### config.mk
export PLATFORM = sky130hd
export DESIGN_NAME = led_display_pattern_gen
export DESIGN_NICKNAME = d
export VERILOG_FILES = /design/src/rtl/led_display_pattern_gen.sv
export SDC_FILE = /design/constraint.sdc
export NUM_CORES = 1
export LEC_CHECK = 0
export ABC_AREA = 1
export BUFFER_PORTS_ARGS = -buffer_cell sky130_fd_sc_hd__buf_2
export CAP_MARGIN = 20
export CORE_MARGIN = 2
export CORE_UTILIZATION = 24
export DETAILED_ROUTE_END_ITERATION = 8
export RECOVER_POWER = 50
export SLEW_MARGIN = 0
export SYNTH_ARGS = -nofsm -noshare
export SYNTH_HDL_FRONTEND = slang
export SYNTH_SLANG_ARGS = --single-unit
### constraint.sdc
create_clock -name clk_in -period 2.6 [get_ports clk_in]
set_clock_uncertainty 0.1 [all_clocks]
set_input_delay 0.52 -clock clk_in [delete_from_list [all_inputs] [get_ports clk_in]]
set_output_delay 0.52 -clock clk_in [all_outputs]
set_load 0.01 [all_outputs]
### src/rtl/led_display_pattern_gen.sv
// Test-pattern source for a 64x32 HUB75 panel: streams row-pair words over valid/ready.
// Optional LED_PTG_SCAN_H_EN adds a horizontal-bar scan mode (mode 4).
module led_display_pattern_gen #(
  parameter int unsigned SYS_CLK_FREQ = 100_000_000,
  parameter bit          SIMULATION   = 1'b0
) (
  input  logic         clk_in,
  input  logic         reset_in,
  input  logic [2:0]   colour_in,
  input  logic [3:0]   mode_in,
  output logic [383:0] row_out,
  output logic         row_valid_out,
  input  logic         row_ready_in,
  output logic [3:0]   row_address_out
);

  localparam int unsigned GL_NUM_COL_PIXELS = 64;
  localparam int unsigned STEP_CYC  = SIMULATION ? 100 : SYS_CLK_FREQ / 100;
  localparam int unsigned PULSE_CYC = SIMULATION ? 64  : SYS_CLK_FREQ / 512;
  localparam int unsigned STEP_W    = (STEP_CYC > 1)  ? $clog2(STEP_CYC)  : 1;
  localparam int unsigned PULSE_W   = (PULSE_CYC > 1) ? $clog2(PULSE_CYC) : 1;
  localparam logic [STEP_W-1:0]  STEP_LAST  = STEP_W'(STEP_CYC - 1);
  localparam logic [PULSE_W-1:0] PULSE_LAST = PULSE_W'(PULSE_CYC - 1);

  typedef enum logic [3:0] {
    MODE_OFF    = 4'd0,
    MODE_SOLID  = 4'd1,
    MODE_SCAN_V = 4'd2,
    MODE_PULSE  = 4'd3
`ifdef LED_PTG_SCAN_H_EN
    , MODE_SCAN_H = 4'd4
`endif
  } mode_e;

  typedef struct packed {
    logic [GL_NUM_COL_PIXELS-1:0] red;
    logic [GL_NUM_COL_PIXELS-1:0] green;
    logic [GL_NUM_COL_PIXELS-1:0] blue;
  } rgb_half_t;

  typedef struct packed {
    rgb_half_t top;
    rgb_half_t bot;
  } rgb_row_t;

  mode_e                  mode_reg, mode_prev;
  logic [2:0]             colour_reg;
  logic [STEP_W-1:0]      step_cnt;
  logic [5:0]             scan_col;
  logic [PULSE_W-1:0]     pulse_cnt;
  logic [7:0]             duty;
  logic                   duty_up;
  logic [7:0]             pwm_cnt;
`ifdef LED_PTG_SCAN_H_EN
  logic [3:0]             scan_row;
  logic [3:0]             row_eff;
`endif

  rgb_row_t               row_q, pat;
  logic                   valid_q;
  logic [3:0]             addr_q, addr_next;
  logic                   mode_change, fire, load;
  logic [5:0]             col_eff;
  logic [7:0]             duty_eff, pwm_eff;
  logic [GL_NUM_COL_PIXELS-1:0] col_mask;
  rgb_half_t              half;

  assign row_out         = row_q;
  assign row_valid_out   = valid_q;
  assign row_address_out = addr_q;

  // On a mode change the counters clear in the same edge the new beat is loaded,
  // so the pattern is built from the cleared values rather than the stale ones.
  always_comb begin
    mode_change = (mode_reg != mode_prev);
    fire        = valid_q & row_ready_in;
    load        = mode_change | ~valid_q | fire;
    addr_next   = (mode_change | ~valid_q) ? 4'd0 : addr_q + 4'd1;
    col_eff     = mode_change ? 6'd0 : scan_col;
    duty_eff    = mode_change ? 8'd0 : duty;
    pwm_eff     = mode_change ? 8'd0 : pwm_cnt;
`ifdef LED_PTG_SCAN_H_EN
    row_eff     = mode_change ? 4'd0 : scan_row;
`endif
    col_mask    = '0;
    case (mode_reg)
      MODE_SOLID:  col_mask = '1;
      MODE_SCAN_V: col_mask = GL_NUM_COL_PIXELS'(1) << col_eff;
      MODE_PULSE:  col_mask = (pwm_eff < duty_eff) ? '1 : '0;
`ifdef LED_PTG_SCAN_H_EN
      MODE_SCAN_H: col_mask = (addr_next == row_eff) ? '1 : '0;
`endif
      default:     col_mask = '0;
    endcase
    half.red   = col_mask & {GL_NUM_COL_PIXELS{colour_reg[0]}};
    half.green = col_mask & {GL_NUM_COL_PIXELS{colour_reg[1]}};
    half.blue  = col_mask & {GL_NUM_COL_PIXELS{colour_reg[2]}};
    pat.top    = half;
    pat.bot    = half;
  end

  always_ff @(posedge clk_in) begin
    if (reset_in) begin
      mode_reg   <= MODE_OFF;
      mode_prev  <= MODE_OFF;
      colour_reg <= '0;
      step_cnt   <= '0;
      scan_col   <= '0;
      pulse_cnt  <= '0;
      duty       <= '0;
      duty_up    <= 1'b1;
      pwm_cnt    <= '0;
`ifdef LED_PTG_SCAN_H_EN
      scan_row   <= '0;
`endif
      row_q      <= '0;
      valid_q    <= 1'b0;
      addr_q     <= '0;
    end else begin
      mode_reg   <= mode_e'(mode_in);
      colour_reg <= colour_in;
      mode_prev  <= mode_reg;

      if (mode_change) begin
        step_cnt  <= '0;
        scan_col  <= '0;
        pulse_cnt <= '0;
        duty      <= '0;
        duty_up   <= 1'b1;
        pwm_cnt   <= '0;
`ifdef LED_PTG_SCAN_H_EN
        scan_row  <= '0;
`endif
      end else begin
        if (step_cnt == STEP_LAST) begin
          step_cnt <= '0;
          scan_col <= scan_col + 6'd1;
`ifdef LED_PTG_SCAN_H_EN
          scan_row <= scan_row + 4'd1;
`endif
        end else begin
          step_cnt <= step_cnt + 1'b1;
        end

        // Triangle ramp: 0..255 then 254..0, reversing at each end.
        if (pulse_cnt == PULSE_LAST) begin
          pulse_cnt <= '0;
          if (duty_up) begin
            if (duty == 8'hFF) begin
              duty_up <= 1'b0;
              duty    <= 8'hFE;
            end else begin
              duty <= duty + 8'd1;
            end
          end else begin
            if (duty == 8'h00) begin
              duty_up <= 1'b1;
              duty    <= 8'h01;
            end else begin
              duty <= duty - 8'd1;
            end
          end
        end else begin
          pulse_cnt <= pulse_cnt + 1'b1;
        end

        if (fire && (addr_q == 4'd15))
          pwm_cnt <= pwm_cnt + 8'd1;
      end

      if (load) begin
        row_q   <= pat;
        addr_q  <= addr_next;
        valid_q <= 1'b1;
      end
    end
  end

endmodule

==> Word-level counts from Yosys, hierarchy flattened <==
Cells that the tools add are included.
{ "op_classes": {"add_sub_neg": 7, "order_cmp": 1, "eq_ne": 8, "shifts": 1, "muxes": 12, "bitwise": 7, "reduce_logical": 5} }
{ "ops": {"columns": ["operator", "n"], "rows": [
  ["64-bit bitwise AND", 3],
  ["64-bit one-hot mux with 3 select lines", 1],
  ["64-bit 2-to-1 mux", 1],
  ["1-bit by 6-bit << shifter with 64-bit output, first input constant", 1],
  ["8-bit 2-to-1 mux", 5],
  ["20-bit by 1-bit adder with 20-bit output, second input constant", 1],
  ["20-bit equality test, second input constant", 1],
  ["18-bit by 1-bit adder with 18-bit output, second input constant", 1],
  ["18-bit equality test, second input constant", 1],
  ["8-bit by 1-bit adder with 8-bit output, second input constant", 2],
  ["4-bit by 2-bit equality test with 1-bit output, second input constant", 2],
  ["8-bit equality test, second input constant", 1],
  ["8-bit zero test", 1],
  ["8-bit less-than comparator", 1],
  ["8-bit by 1-bit subtractor with 8-bit output, second input constant", 1],
  ["6-bit by 1-bit adder with 6-bit output, second input constant", 1],
  ["6-bit 2-to-1 mux", 1],
  ["3-bit OR reduction", 2],
  ["4-bit by 1-bit adder with 4-bit output, second input constant", 1],
  ["4-bit by 1-bit equality test with 1-bit output, second input constant", 1],
  ["4-bit equality test, second input constant", 1],
  ["4-bit 2-to-1 mux", 1],
  ["4-bit != test", 1],
  ["1-bit 2-to-1 mux", 3],
  ["5 further kinds", 6]
]} }
{ "word_totals": {"ff_bits": 269, "input_bits": 10, "out_inout_bits": 389, "elab_cells": 55} }

==> Depth between registers and ports, before layout <==
{ "logic_depth": {"ltp_word": 6, "depth_mapped": 18, "ltp_nobuf": 17} }

==> Worst setup path before layout <==
Ideal clock, no wire load.
{ "synth_path": {"path_kind": "reg2reg", "from": "reg mode_reg[2]", "to": "reg row_q, in the netlist row_out[29]", "setup_ns": 0.070, "arrival_ns": 2.216, "required_ns": 2.430, "slack_ns": 0.214, "stages_incl_launch_ff": 17, "n_path_buf": 2, "synth_period_minus_slack_ns": 2.386, "path_cell_list": "dfxtp_1 > inv_2 > nand2_1 > nand2_1 > nor2_4 > nand2_4 > buf_6 > nor2_1 > ha_1 > a21oi_1 > o21ai_0 > nor3_1 > nand2_2 > buf_2 > nand2_1 > nand2_1 > a21oi_1"} }
{ "synth_between": {"elab_chain_cells": 6, "word_cells_on_any_way": 14, "cone_classes": "1 x order compare; 4 x eq/ne; 1 x shift; 5 x mux; 3 x bitwise"} }
{ "synth_lines": {"columns": ["element", "line", "text"], "rows": [
  ["start, declared", "46", "mode_e mode_reg, mode_prev;"],
  ["start signal, assigned", "120", "mode_reg <= mode_e'(mode_in);"],
  ["4-bit != test", "75", "mode_change = (mode_reg != mode_prev);"],
  ["8-bit 2-to-1 mux (on tied branches)", "81, 80", null],
  ["8-bit less-than comparator", "89", "MODE_PULSE: col_mask = (pwm_eff < duty_eff) ? '1 : '0;"],
  ["64-bit 2-to-1 mux", "89", null],
  ["64-bit one-hot mux with 3 select lines", "86", "case (mode_reg)"],
  ["64-bit bitwise AND", "97", "half.blue = col_mask & {GL_NUM_COL_PIXELS{colour_reg[2]}};"],
  ["end signal, assigned", "172", "row_q <= pat;"],
  ["end, declared", "59", "rgb_row_t row_q, pat;"]
]} }
Parallel ways exist; a longest one is shown, timed or not.
A chain may end at the register's enable or synchronous reset.

==> Worst setup path after layout <==
{ "layout_path": {"from": "reg mode_reg[2]", "to": "reg row_q, in the netlist row_out[105]"} }
{ "layout_between": {"elab_chain_cells": 6, "word_cells_on_any_way": 14, "cone_classes": "1 x order compare; 4 x eq/ne; 1 x shift; 5 x mux; 3 x bitwise"} }
{ "layout_lines": {"columns": ["element", "line", "text"], "rows": [
  ["4-bit != test", "75", null],
  ["8-bit 2-to-1 mux (on tied branches)", "81, 80", null],
  ["8-bit less-than comparator", "89", null],
  ["64-bit 2-to-1 mux", "89", null],
  ["64-bit one-hot mux with 3 select lines", "86", null],
  ["64-bit bitwise AND", "96", "half.green = col_mask & {GL_NUM_COL_PIXELS{colour_reg[1]}};"]
]} }
Parallel ways exist; a longest one is shown, timed or not.

==> metrics.csv <==
stage,metric,value,unit
clock_tree,total CTS buffers,34,
setup_path,kind of critical path,reg2reg,
power_and_ir_drop,overall power,10.1,mW
synthesis,cell area after synthesis,0.0130,mm2
placement,post-placement cell count,2655,
sta,Final Hold Viols,0,
layout,Layout area overhead,27.9,%
setup_path,critical-path maximum fanout,8,
layout,fill count,5773,
layout,Multi-input gate area,0.00612,mm2
setup_path,Worst setup EP type,flop,
hold_path,Hold Startpoint,colour_in[2],
sta,worst setup margin,-18.9,ps
synthesis,Synth Instances,1805,
synthesis,top post-synthesis cells by area,"dfxtp_1 (42%), nand2_1 (16%), buf_4 (12%)",
floorplanning,num rows,85,
global_routing,vias in the first global route,10400,
global_routing,grt total ovfl,0,
power_and_ir_drop,Power Density,608,mW/mm2
clock_tree,Sink Count,269,
synthesis,Syn Area/Cell,7.18,um2
setup_path,Reg-to-Reg Start,mode_reg[2]$_SDFF_PP0_,
clock_tree,"Clk pin slew, worst setup/hold paths",60,ps
setup_path,Reg-to-Reg End,row_out[105]$_SDFFE_PP0P_,
sta,Pins Over Slew Limit,0,
synthesis,"Seq/Total Area, Yosys",41.6,%
synthesis,area fraction of the dominant cell type after synthesis,41.6,%
layout,sequential cell area,0.00540,mm2
sta,setup violators final,11,
floorplanning,starting density of the core,24.2,%
setup_path,startpoint class of the critical path,flop,
floorplanning,die footprint,0.0559,mm2
synthesis,most common flop cell mapped by yosys,dfxtp_1,
sta,Fmax,382,MHz
setup_path,Critical Path RT,2950,ps
synthesis,Syn Nets,1830,
global_routing,first-pass GRT wire length,64.0,mm
global_routing,gr usage total,14.7,%
synthesis,Yosys cell types,42,
power_and_ir_drop,leakage,7.20,nW
layout,ant diodes,0,
synthesis,post-synth top area cell,dfxtp_1,
outcome,status,"finished, violations left",
hold_path,Hold EP,colour_reg[2]$_SDFF_PP0_,
sta,Final period util,101,%
floorplanning,core area,0.0536,mm2
detailed_routing,via count,12100,
outcome,failing checks,negative setup slack,
setup_path,flop2flop setup slack,-20,ps
layout,share of cells above drive strength 1,34.2,%
global_routing,initial antenna violation count,1,
synthesis,commonest cells in the netlist,"nand2_1 (541), dfxtp_1 (269), a21oi_1 (234)",
synthesis,"count leader, synth",nand2_1,
detailed_routing,drt pass-1 iters,7,
synthesis,number of synthesized register bits,269,
placement,Port Buffer Count,398,
synthesis,Synth async-reset ratio,0,%
floorplanning,die span in x,236,um
layout,Largest register FFs,192,
layout,Final nets,2033,
synthesis,"EDFF count, synth",0,
detailed_routing,Antenna Nets Post-Route,0,
setup_path,worst reg2reg path depth,17,
placement,post-DP HPWL,31.0,mm
hold_path,Hold Path Cell Cnt,3,
sta,Worst-Margin Slew,1030,ps
detailed_routing,drt wl/cell,16.4,um
flow_run,Max-Cap Viols,0,
sta,min Tclk post-route,2620,ps
synthesis,Synth Warn #,0,
power_and_ir_drop,peak supply drop,0.345,mV
detailed_routing,Routed Wire Length,44.6,mm
floorplanning,# IOs,399,
floorplanning,Die H,236,um
layout,Non-Filler Instances,2730,
clock_tree,clock root cell,clkbuf_16,
setup_path,WP data arrival,2970,ps
detailed_routing,DRC Markers,0,
clock_tree,CTS tree,done,
sta,RSZ-0062 raised after global routing,yes,
sta,max_slew headroom,31.5,%
detailed_routing,DR vias/cell,4.44,
clock_tree,H-tree depth,2,
hold_path,worst hold path class,in2reg,
placement,GPL Wtd Cong,0.904,
global_routing,largest net degree at the start of global routing,156,
clock_tree,clk buf depth,3,
detailed_routing,Iteration-0 DRC Markers,812,
clock_tree,clk_lat worst skew,530,ps
[cell families (layout without fill, tap and decap cells)]
| logic type | after synthesis | count (layout) | synth area share (%) |
|---|---|---|---|
| flops | 269 | 269 | 41.6 |
| compound gates | 279 | 279 | 11.2 |
| xor+xnor | 21 | 21 | 1.42 |
| fa+ha+maj | 15 | 15 | 1.45 |
| buf+inv | 371 | 598 | 17.3 |
| simple gates | 850 | 852 | 27.1 |
[worst max-delay path by stage]
stage / from / end / slack, ps / cells past startpoint
detailed placement: mode_reg[1]$_SDFF_PP0_ / row_out[86]$_SDFFE_PP0P_ / -120 / 12
CTS: mode_reg[2]$_SDFF_PP0_ / row_out[32]$_SDFFE_PP0P_ / 8 / 16
global placement: mode_reg[1]$_SDFF_PP0_ / row_out[96]$_SDFFE_PP0P_ / -80 / 12
global route: mode_prev[3]$_SDFF_PP0_ / row_out[99]$_SDFFE_PP0P_ / -130 / 17
floorplan: mode_reg[2]$_SDFF_PP0_ / row_out[29]$_SDFFE_PP0P_ / 210 / 16
finish: mode_reg[2]$_SDFF_PP0_ / row_out[105]$_SDFFE_PP0P_ / -20 / 17
[layout make-up]
class	instances	share of cell area [%]
clock buffer	51	6.39
timing repair buffer	448	15.6
inverter	88	2.10
clock inverter	11	1.16
sequential	269	32.6
multi-input combinational	1167	37.0
tap	696	5.26
[worst max-delay path: stages, from the launching register on]
cell       delay [ps]
dfxtp_2           360
inv_2              60
nand2_2            60
nand2_2            70
nor2_4            150
nand2_8           110
clkinv_8           80
nand2_2            50
ha_1              320
nand2_2            90
o21ai_2            60
nor3_2            190
buf_4             190
nand2_8           120
clkbuf_16         200
nand2_4           100
nand2_1            70
a21oi_2           140
[routing by layer]
layer  up-vias  GRT usage, %  routed length (um)
met5         -             0                   0
met4         0          3.97                1220
met3        79          2.47                2120
met2       407          24.8               21400
met1      5641          19.3               19800
li1       6006             -                   -
[report_power, final]
group | switching [mW] | internal, mW | total (mW)
clock network | 1.88 | 3.32 | 5.20
logic | 0.483 | 0.189 | 0.672
registers | 0.0377 | 4.17 | 4.21
[repair_timing]
item / CTS / global route
setup buffers: 0 / 3
endpoints found under the setup margin: 47 / 192
gates cloned: 1 / 9
pin swaps: 1 / 32
resized for setup: 5 / 218
hold buffers: 0 / 0
endpoints found under the hold margin: 0 / 0
[cells in the final DEF, fill, tap and decap left out, types with 3 or more instances in the layout]
cell and n:
clkbuf_1 6, nand4_1 31, o211ai_1 4, clkbuf_8 8, nand2_8 11, buf_4 33
inv_2 7, nand2_1 443, nand2_4 34, nor2_4 9, a31oi_1 8, nor2_2 7
or2_2 6, nor2_1 171, clkbuf_16 42, inv_1 78, nor3_2 4, buf_12 8
dfxtp_1 261, ha_1 13, dfxtp_2 8, bufinv_16 5, nor3_1 22, a21oi_2 41
o21ai_0 19, a21oi_1 193, nor3b_1 4, nand3_1 37, buf_2 397, xor2_1 14
nor4_1 10, o21ai_1 3, and3_1 3, xnor2_1 7, buf_6 4, nand2_2 58
[through the flow]
stage,TNS (ps),instance area (um2),utilization (%),hold slack (ps),setup WS (ps)
floorplan,0,13000,-,313,214
global placement,-857,14300,26.7,333,-81.3
detailed placement,-1730,14300,26.7,338,-123
CTS,0,15600,29.1,66.2,8.13
global route,-16240,16600,30.9,85.0,-130
finish,-68.8,16600,30.9,98.3,-18.9
Power figures use the tool's default switching activity.
